**config.mk**
```make
export PLATFORM = sky130hd
export DESIGN_NAME = card_terminal
export DESIGN_NICKNAME = d
export VERILOG_FILES = /design/src/rtl/card_terminal.sv
export SDC_FILE = /design/constraint.sdc
export NUM_CORES = 1
export LEC_CHECK = 0
export ABC_AREA = 1
export CAP_MARGIN = 20
export CORE_MARGIN = 2
export CORE_UTILIZATION = 55
export DETAILED_ROUTE_END_ITERATION = 12
export DONT_BUFFER_PORTS = 1
export GPL_TIMING_DRIVEN = 0
export MAX_ROUTING_LAYER = met4
export PLACE_DENSITY = 0.78
export SLEW_MARGIN = 20
export SYNTH_ARGS = -nofsm -noshare
export SYNTH_HDL_FRONTEND = slang
export SYNTH_SLANG_ARGS = --single-unit
```
**constraint.sdc**
```tcl
create_clock -name CLK -period 2.4 [get_ports CLK]
set_input_delay 0.24 -clock CLK [delete_from_list [all_inputs] [get_ports CLK]]
set_output_delay 0.24 -clock CLK [all_outputs]
set_load 0.02 [all_outputs]
```
**src/rtl/card_terminal.sv**
```systemverilog
// card_terminal: customer card + bank model feeding a vending machine.
// Define CARD_TERM_REFUND_EN to re-credit an approved cost on FAILED_TRAN.
module card_terminal #(
  parameter int START_BALANCE = 20,
  parameter int BAL_W         = 8,
  parameter int AUTH_DELAY    = 2,
  parameter int ARM_TIMEOUT   = 12
) (
  input  logic             CLK,
  input  logic             RESET_N,
  input  logic             CARD_INSERT,
  input  logic             TOPUP,
  input  logic [3:0]       TOPUP_AMT,
  input  logic [2:0]       COST,
  input  logic             VEND,
  input  logic             FAILED_TRAN,
  input  logic             INVALID_SELL,
  output logic             CARD_IN,
  output logic             VALID_TRAN,
  output logic             DECLINED,
  output logic             BUSY,
  output logic [BAL_W-1:0] BALANCE
);

  typedef enum logic [1:0] {
    IDLE,
    ARMED,
    AUTH,
    DONE
  } state_t;

  localparam int CW      = 8;
  localparam int DONE_TO = 16;

  typedef logic [BAL_W-1:0] bal_t;
  typedef logic [BAL_W:0]   ext_t;

  localparam ext_t BAL_MAX = {1'b0, {BAL_W{1'b1}}};

  state_t        state;
  logic [CW-1:0] cnt;
  logic [2:0]    cost_q;
  logic          ins_q;
`ifdef CARD_TERM_REFUND_EN
  logic          approved;
`endif

  logic ins_rise;
  logic approve;
  logic refund;
  ext_t bal_sum;
  bal_t bal_nxt;

  // Wide sum keeps top-up overflow visible before the clamp.
  always_comb begin
    ins_rise = CARD_INSERT & ~ins_q;
    approve  = (state == AUTH) && (cnt == '0) &&
               !INVALID_SELL &&
               (BALANCE >= bal_t'(cost_q));
`ifdef CARD_TERM_REFUND_EN
    refund   = (state == DONE) && approved &&
               FAILED_TRAN;
`else
    refund   = 1'b0;
`endif
    bal_sum = ext_t'(BALANCE);
    if (TOPUP)
      bal_sum = bal_sum + ext_t'(TOPUP_AMT);
    if (refund)
      bal_sum = bal_sum + ext_t'(cost_q);
    if (approve)
      bal_sum = bal_sum - ext_t'(cost_q);
    if (bal_sum > BAL_MAX)
      bal_nxt = BAL_MAX[BAL_W-1:0];
    else
      bal_nxt = bal_sum[BAL_W-1:0];
  end

  always_ff @(posedge CLK or negedge RESET_N) begin
    if (!RESET_N) begin
      state      <= IDLE;
      cnt        <= '0;
      cost_q     <= '0;
      ins_q      <= 1'b0;
      CARD_IN    <= 1'b0;
      VALID_TRAN <= 1'b0;
      DECLINED   <= 1'b0;
      BUSY       <= 1'b0;
      BALANCE    <= bal_t'(START_BALANCE);
`ifdef CARD_TERM_REFUND_EN
      approved   <= 1'b0;
`endif
    end else begin
      ins_q      <= CARD_INSERT;
      CARD_IN    <= 1'b0;
      VALID_TRAN <= 1'b0;
      DECLINED   <= 1'b0;
      BALANCE    <= bal_nxt;
      unique case (state)
        IDLE: begin
          if (ins_rise) begin
            state   <= ARMED;
            cnt     <= '0;
            CARD_IN <= 1'b1;
            BUSY    <= 1'b1;
          end
        end
        ARMED: begin
          if (INVALID_SELL || FAILED_TRAN) begin
            state <= IDLE;
            BUSY  <= 1'b0;
          end else if (COST != '0) begin
            cost_q <= COST;
            cnt    <= CW'(AUTH_DELAY - 1);
            state  <= AUTH;
          end else if (cnt == CW'(ARM_TIMEOUT - 1)) begin
            state <= IDLE;
            BUSY  <= 1'b0;
          end else begin
            cnt <= cnt + 1'b1;
          end
        end
        AUTH: begin
          if (INVALID_SELL) begin
            state <= IDLE;
            BUSY  <= 1'b0;
          end else if (cnt == '0) begin
            VALID_TRAN <= approve;
            DECLINED   <= ~approve;
            cnt        <= '0;
            state      <= DONE;
`ifdef CARD_TERM_REFUND_EN
            approved   <= approve;
`endif
          end else begin
            cnt <= cnt - 1'b1;
          end
        end
        DONE: begin
          if (VEND || FAILED_TRAN || INVALID_SELL ||
              cnt == CW'(DONE_TO - 1)) begin
            state <= IDLE;
            BUSY  <= 1'b0;
          end else begin
            cnt <= cnt + 1'b1;
          end
        end
        default: begin
          state <= IDLE;
          BUSY  <= 1'b0;
        end
      endcase
    end
  end

endmodule

```
# ---- Word-level counts from Yosys, hierarchy flattened
# Cells that the tools add are included.
dict set report classes {
  n_lt_le_gt_ge 2
  eq_ne 16
  addsub 4
  muxes 34
  bitwise 4
  reduce_logical 15
}
# op count
set ops {}
lappend ops {{8-bit 2-to-1 mux} 8}
lappend ops {{8-bit one-hot mux with 4 select lines} 1}
lappend ops {{9-bit 2-to-1 mux} 2}
lappend ops {{8-bit by 4-bit equality test with 1-bit output (second input constant)} 2}
lappend ops {{1-bit 2-to-1 mux} 14}
lappend ops {{2-bit 2-to-1 mux} 7}
lappend ops {{2-bit inequality test (second input constant)} 6}
lappend ops {{5-bit AND reduction} 2}
lappend ops {{8-bit by 4-bit adder with 9-bit output} 1}
lappend ops {{9-bit by 8-bit greater-than comparator with 1-bit output (second input constant)} 1}
lappend ops {{3-bit inequality test (second input constant)} 3}
lappend ops {{9-bit by 3-bit subtractor with 9-bit output} 1}
lappend ops {{8-bit by 1-bit adder with 8-bit output (second input constant)} 1}
lappend ops {{8-bit by 3-bit greater-or-equal comparator with 1-bit output} 1}
lappend ops {{8-bit logical NOT} 1}
lappend ops {{2-bit one-hot mux with 4 select lines} 1}
lappend ops {{8-bit by 1-bit subtractor with 8-bit output (second input constant)} 1}
lappend ops {{2-bit equality test (second input constant)} 2}
lappend ops {{1-bit logical OR} 4}
lappend ops {{4-bit inequality test (second input constant)} 1}
lappend ops {{1-bit one-hot mux with 4 select lines} 1}
lappend ops {{4-bit AND reduction} 1}
lappend ops {{1-bit logical AND} 3}
lappend ops {{3-bit by 2-bit inequality test with 1-bit output (second input constant)} 1}
lappend ops {{other kinds (7)} 9}
dict set report word_totals {
  out_inout_bits 12
  in_bits 14
  register_bits 26
}

# ---- Logic depth before layout (Yosys ltp)
dict set report logic_depth {
  word_depth 8
  depth_mapped 16
  depth_no_buf 16
}

# ---- Least setup slack after synthesis
# No wires, ideal clock.
dict set report synth_path {
  kind {flip-flop to flip-flop}
  from {reg BALANCE[0]}
  to {reg BALANCE[0]}
  t_required_ps 2278
  stages_incl_launch_ff 16
  t_arrival_ps 2426
  period_less_slack_ps 2549
  setup_slack_ps -149
  cell_sequence {dfrtp_1 ha_1 fa_1 xor2_1 nand2_1 o21a_1 inv_1 ha_1 nand2_1 nand2_1 nor2_2 nand2_2 nor2_2 nand3_1 nand2_2 nand2_1}
}
dict set report synth_between {
  elab_chain_len 6
  elab_cells_between_ends 8
  cone_classes {add/sub (2); order compare (2); mux (3); reduce/logical (1)}
}
# element line_no
set synth_rtl {}
lappend synth_rtl {{start, declared} 22} ;# output logic [BAL_W-1:0] BALANCE
lappend synth_rtl {{start signal, assigned} 89} ;# BALANCE <= bal_t'(START_BALANCE);
lappend synth_rtl {{start signal, assigned} 98} ;# BALANCE <= bal_nxt;
lappend synth_rtl {{8-bit by 4-bit adder with 9-bit output} 68} ;# bal_sum = bal_sum + ext_t'(TOPUP_AMT);
lappend synth_rtl {{9-bit 2-to-1 mux} 67} ;# if (TOPUP)
lappend synth_rtl {{9-bit by 3-bit subtractor with 9-bit output} 72} ;# bal_sum = bal_sum - ext_t'(cost_q);
lappend synth_rtl {{9-bit 2-to-1 mux *} 71} ;# if (approve)
lappend synth_rtl {{9-bit by 8-bit greater-than comparator with 1-bit output} 73} ;# if (bal_sum > BAL_MAX)
lappend synth_rtl {{8-bit 2-to-1 mux *} 73}
lappend synth_rtl {{net bal_nxt[0]} 52} ;# bal_t bal_nxt;
# The timed path passes the listed nets; every way through them passes the cells marked *.
# A chain may end at the register's enable or synchronous reset.

# ---- Worst setup path in the final report
# Same ends and word-level chain as after synthesis.

==> results.md <==
* Outcome: complete, but fails checks
* Failing checks: negative setup slack
* Critical path cell sequence: ha_4 -> fa_2 -> nand2_2 -> o21ai_4 -> inv_1 -> fa_2 -> inv_1 -> nand2_1 -> nand2_1 -> nor2_2 -> nand2_2 -> nor2_2 -> nand2_1 -> nand2_2 -> nand2_4 -> nand2_1
* Vias at approximately 1900
* Clock latency on the worst-skew pair at about 0.27 ns
* Largest net degree at the start of global routing at 27
* Max Cap Violations at 0
* Power Density at 1390 mW/mm2
* Die X at ~67 um
* Most used cell, CP: nand2_1
* Vias/cell at 5.29
* XOR/XNOR share of the synthesized area at around 5.3%
* Clock sinks at 26
* Antenna violation net count after detailed routing at 0
* Critical-path maximum fanout at 8
* Congestion Overflow GR at 0
* Layout Skew at 0.00333 ns
* Post-Synth Simple-Gate Area at a little over a third
* Post-synth top area cell: dfrtp_1
* Critical Path Sink Type: flip-flop
* PnR worst setup slack at -0.114 ns
* # IOs at 26
* Number of distinct library cells after synthesis at 34
* Final core occ at between 60% and 70%
* DRC violations left at 0
* Final setup violation count at 8
* Final worst path period need at around 2.5 ns
* Register area share after synthesis at approximately 30%
* Crit path DAT at approximately 2.7 ns
* DRT Wirelength at about 4.6 mm
* WP data required at ~2.6 ns
* Syn Area/Cell at 7.11 um2
* Compound-Gate Fraction of Synth Area at a little under a tenth
* Nets at 346
* Crit start category: flip-flop
* Initial antenna violation count at 0
* Full die area at between 0.004 and 0.005 mm2
* Peak supply drop at about 800 uV
* Slew Viols, Final at 0
* Longest Clk Path Bufs at 2
* CP max stage delay at between 0.5 and 0.6 ns
* Main combinational cell family by area after synthesis: simple AND/OR/NAND/NOR gates
* Most frequent cells in the layout: nand2_1, inv_1, nor2_1
* Total power at roughly 3.4 mW
* CTS Buf Count at 3
* Hold Crit Class: in2reg
* Ys flop type: dfrtp_1
* DR iter-0 viols at 50
* Vias in the first global route at roughly 1900
* TritonCTS clock tree: built
* Clk slew on worst S/H paths at roughly 0.09 ns
* Slowest CP cell: fa_2
* # H-tree levels at 1
* Port buffer count at 0
* Core area at 0.00372 mm2
* Max transition margin at a little over 60%
* First-pass GRT wire length at between 7 and 8 mm
* Post-synth EDFFs at 0
* Routed length per placed instance at between 10 and 15 um
* GR Util met1 at 26.0%
* Synth top area cells: dfrtp_1, nand2_1, ha_1
* DP Worst Slack at -0.161 ns
* Die H at ~67 um
* Highest Clock Rate at roughly 0.40 GHz
* CP Class: reg2reg
* ANT cells at 0
* Placed Cells at about 350
* Row count at 22
* Synth-to-layout area growth at 12.3%
* Layout cells sized above 1 at between 15 and 20%
* RSZ-0062 raised after global routing: yes
* Final worst path period share at 105%
* Adder-cell share of the synthesized area at a little under a tenth
* Met2 Usage GRT at around 44%
* Pre-antenna DRT Iters at 4
* Layout Cells excl Fill at approximately 360
* Commonest non-fill, non-tap cell in the layout: nand2_1
* GRT Overall Usage at approximately a quarter
* Mux share of post-synthesis cell area at less than 1%
* Met3 usage at roughly 3.2%
* Ys Warns at 0
* Mapped cell area at ~0.0022 mm2
* Gr busiest metal: met2
* Register bit count reported by yosys at 26
* Final hold viol count at 0
* Initial Util at 58.2%
* Post-Syn Nets at between 300 and 400
* Top-area cell type share of the netlist area at around 28%
* DP Wirelength at 3.59 mm
* Asr flop ratio synth at 100%
* Mapped Cells at 304
* GPL Wtd Cong at 0.892
* Worst slew pin tran at approximately 0.57 ns
* Static leakage at about 1.2 nW
* Root buf cell: clkbuf_8
sequential cells by signal, indices dropped and copies added (netlist names):
signal      cells
DECLINED        1
ins_q           1
cost_q          3
cnt             8
VALID_TRAN      1
state           2
CARD_IN         1
BUSY            1
BALANCE         8
synth_stat cells, types with 3 or more instances:
master / instances
o21ai_0: 14
nand4_1: 6
nor2_2: 5
a21oi_1: 4
o21ai_1: 14
nor2_1: 24
buf_6: 3
inv_1: 39
nand2_1: 80
nand2_2: 7
dfrtp_1: 24
inv_2: 7
nand3_1: 24
nor3_1: 4
xnor2_1: 4
ha_1: 13
xor2_1: 9
cell families (layout without fill, tap and decap cells):
kind of cell	Yosys count	count (layout)
XOR/XNOR	13	13
buffers and inverters	50	62
multiplexers	2	2
AND/OR/NAND/NOR	160	160
adder cells (fa/ha/maj)	15	15
AO/OA/AOI/OAI	38	38
flip-flops	26	26
layer usage:
metal  part of all wire [%]  vias to the layer above  wire [um]
li1                       -                      999          -
met1                     44                      874       2030
met2                     51                       49       2370
met3                    4.5                        2        208
met4                   0.67                        0         31
met5                      0                        -          0
final timing paths:
path	start	endpoint	slack [ns]	cells after the start
worst max-delay path	BALANCE[0]	BALANCE[0]	-0.11	16
worst min-delay path	INVALID_SELL	DECLINED	0.03	1
worst max register to register	BALANCE[0]	BALANCE[0]	-0.11	16
worst min register to register	cost_q[0]	cost_q[0]	0.57	1
max in group asynchronous	RESET_N	BALANCE[2]	1.76	2
min in group asynchronous	RESET_N	cnt[1]	0.41	2
critical path: cells and delay by family, from the launching register on:
family	cells	cell delay [ns]
buf+inv	2	0.13
flops	1	0.48
simple gates	10	0.64
compound gates	1	0.08
fa+ha+maj	3	1.06
through the flow:
stage	setup TNS, ns	hold slack [ns]	instance area [um2]
after CTS	-0.589	0.0291	2420
after global routing	-1.70	0.0220	2430
after detailed placement	-1.14	-0.0552	2260
after floorplan	0	-0.0556	2200
after global placement	-0.844	-0.0552	2260
final	-0.762	0.0316	2430
timing repair:
item | in CTS | in global routing
endpoints found under the setup margin | 8 | 8
resized for setup | 5 | 1
hold endpoints to repair | 27 | 0
hold buffers | 3 | 0
setup buffers | 5 | 0
pin swaps | 8 | 4
layout make-up:
cell class / instances / area [um2]
Tap cell: 48 / 60.1
Inverter: 46 / 173
Buffer: 4 / 38.8
Clock buffer: 3 / 41.3
Multi-Input combinational cell: 228 / 1350
Timing Repair Buffer: 8 / 77.6
Clock inverter: 1 / 30.0
Fill cell: 320 / 1290
Sequential cell: 26 / 654
power breakdown:
part           switching [mW]  internal [mW]
combinational            1.25          0.822
sequential              0.307          0.635
clock                   0.143          0.223
Note: power is estimated with default switching activity, not from simulation.
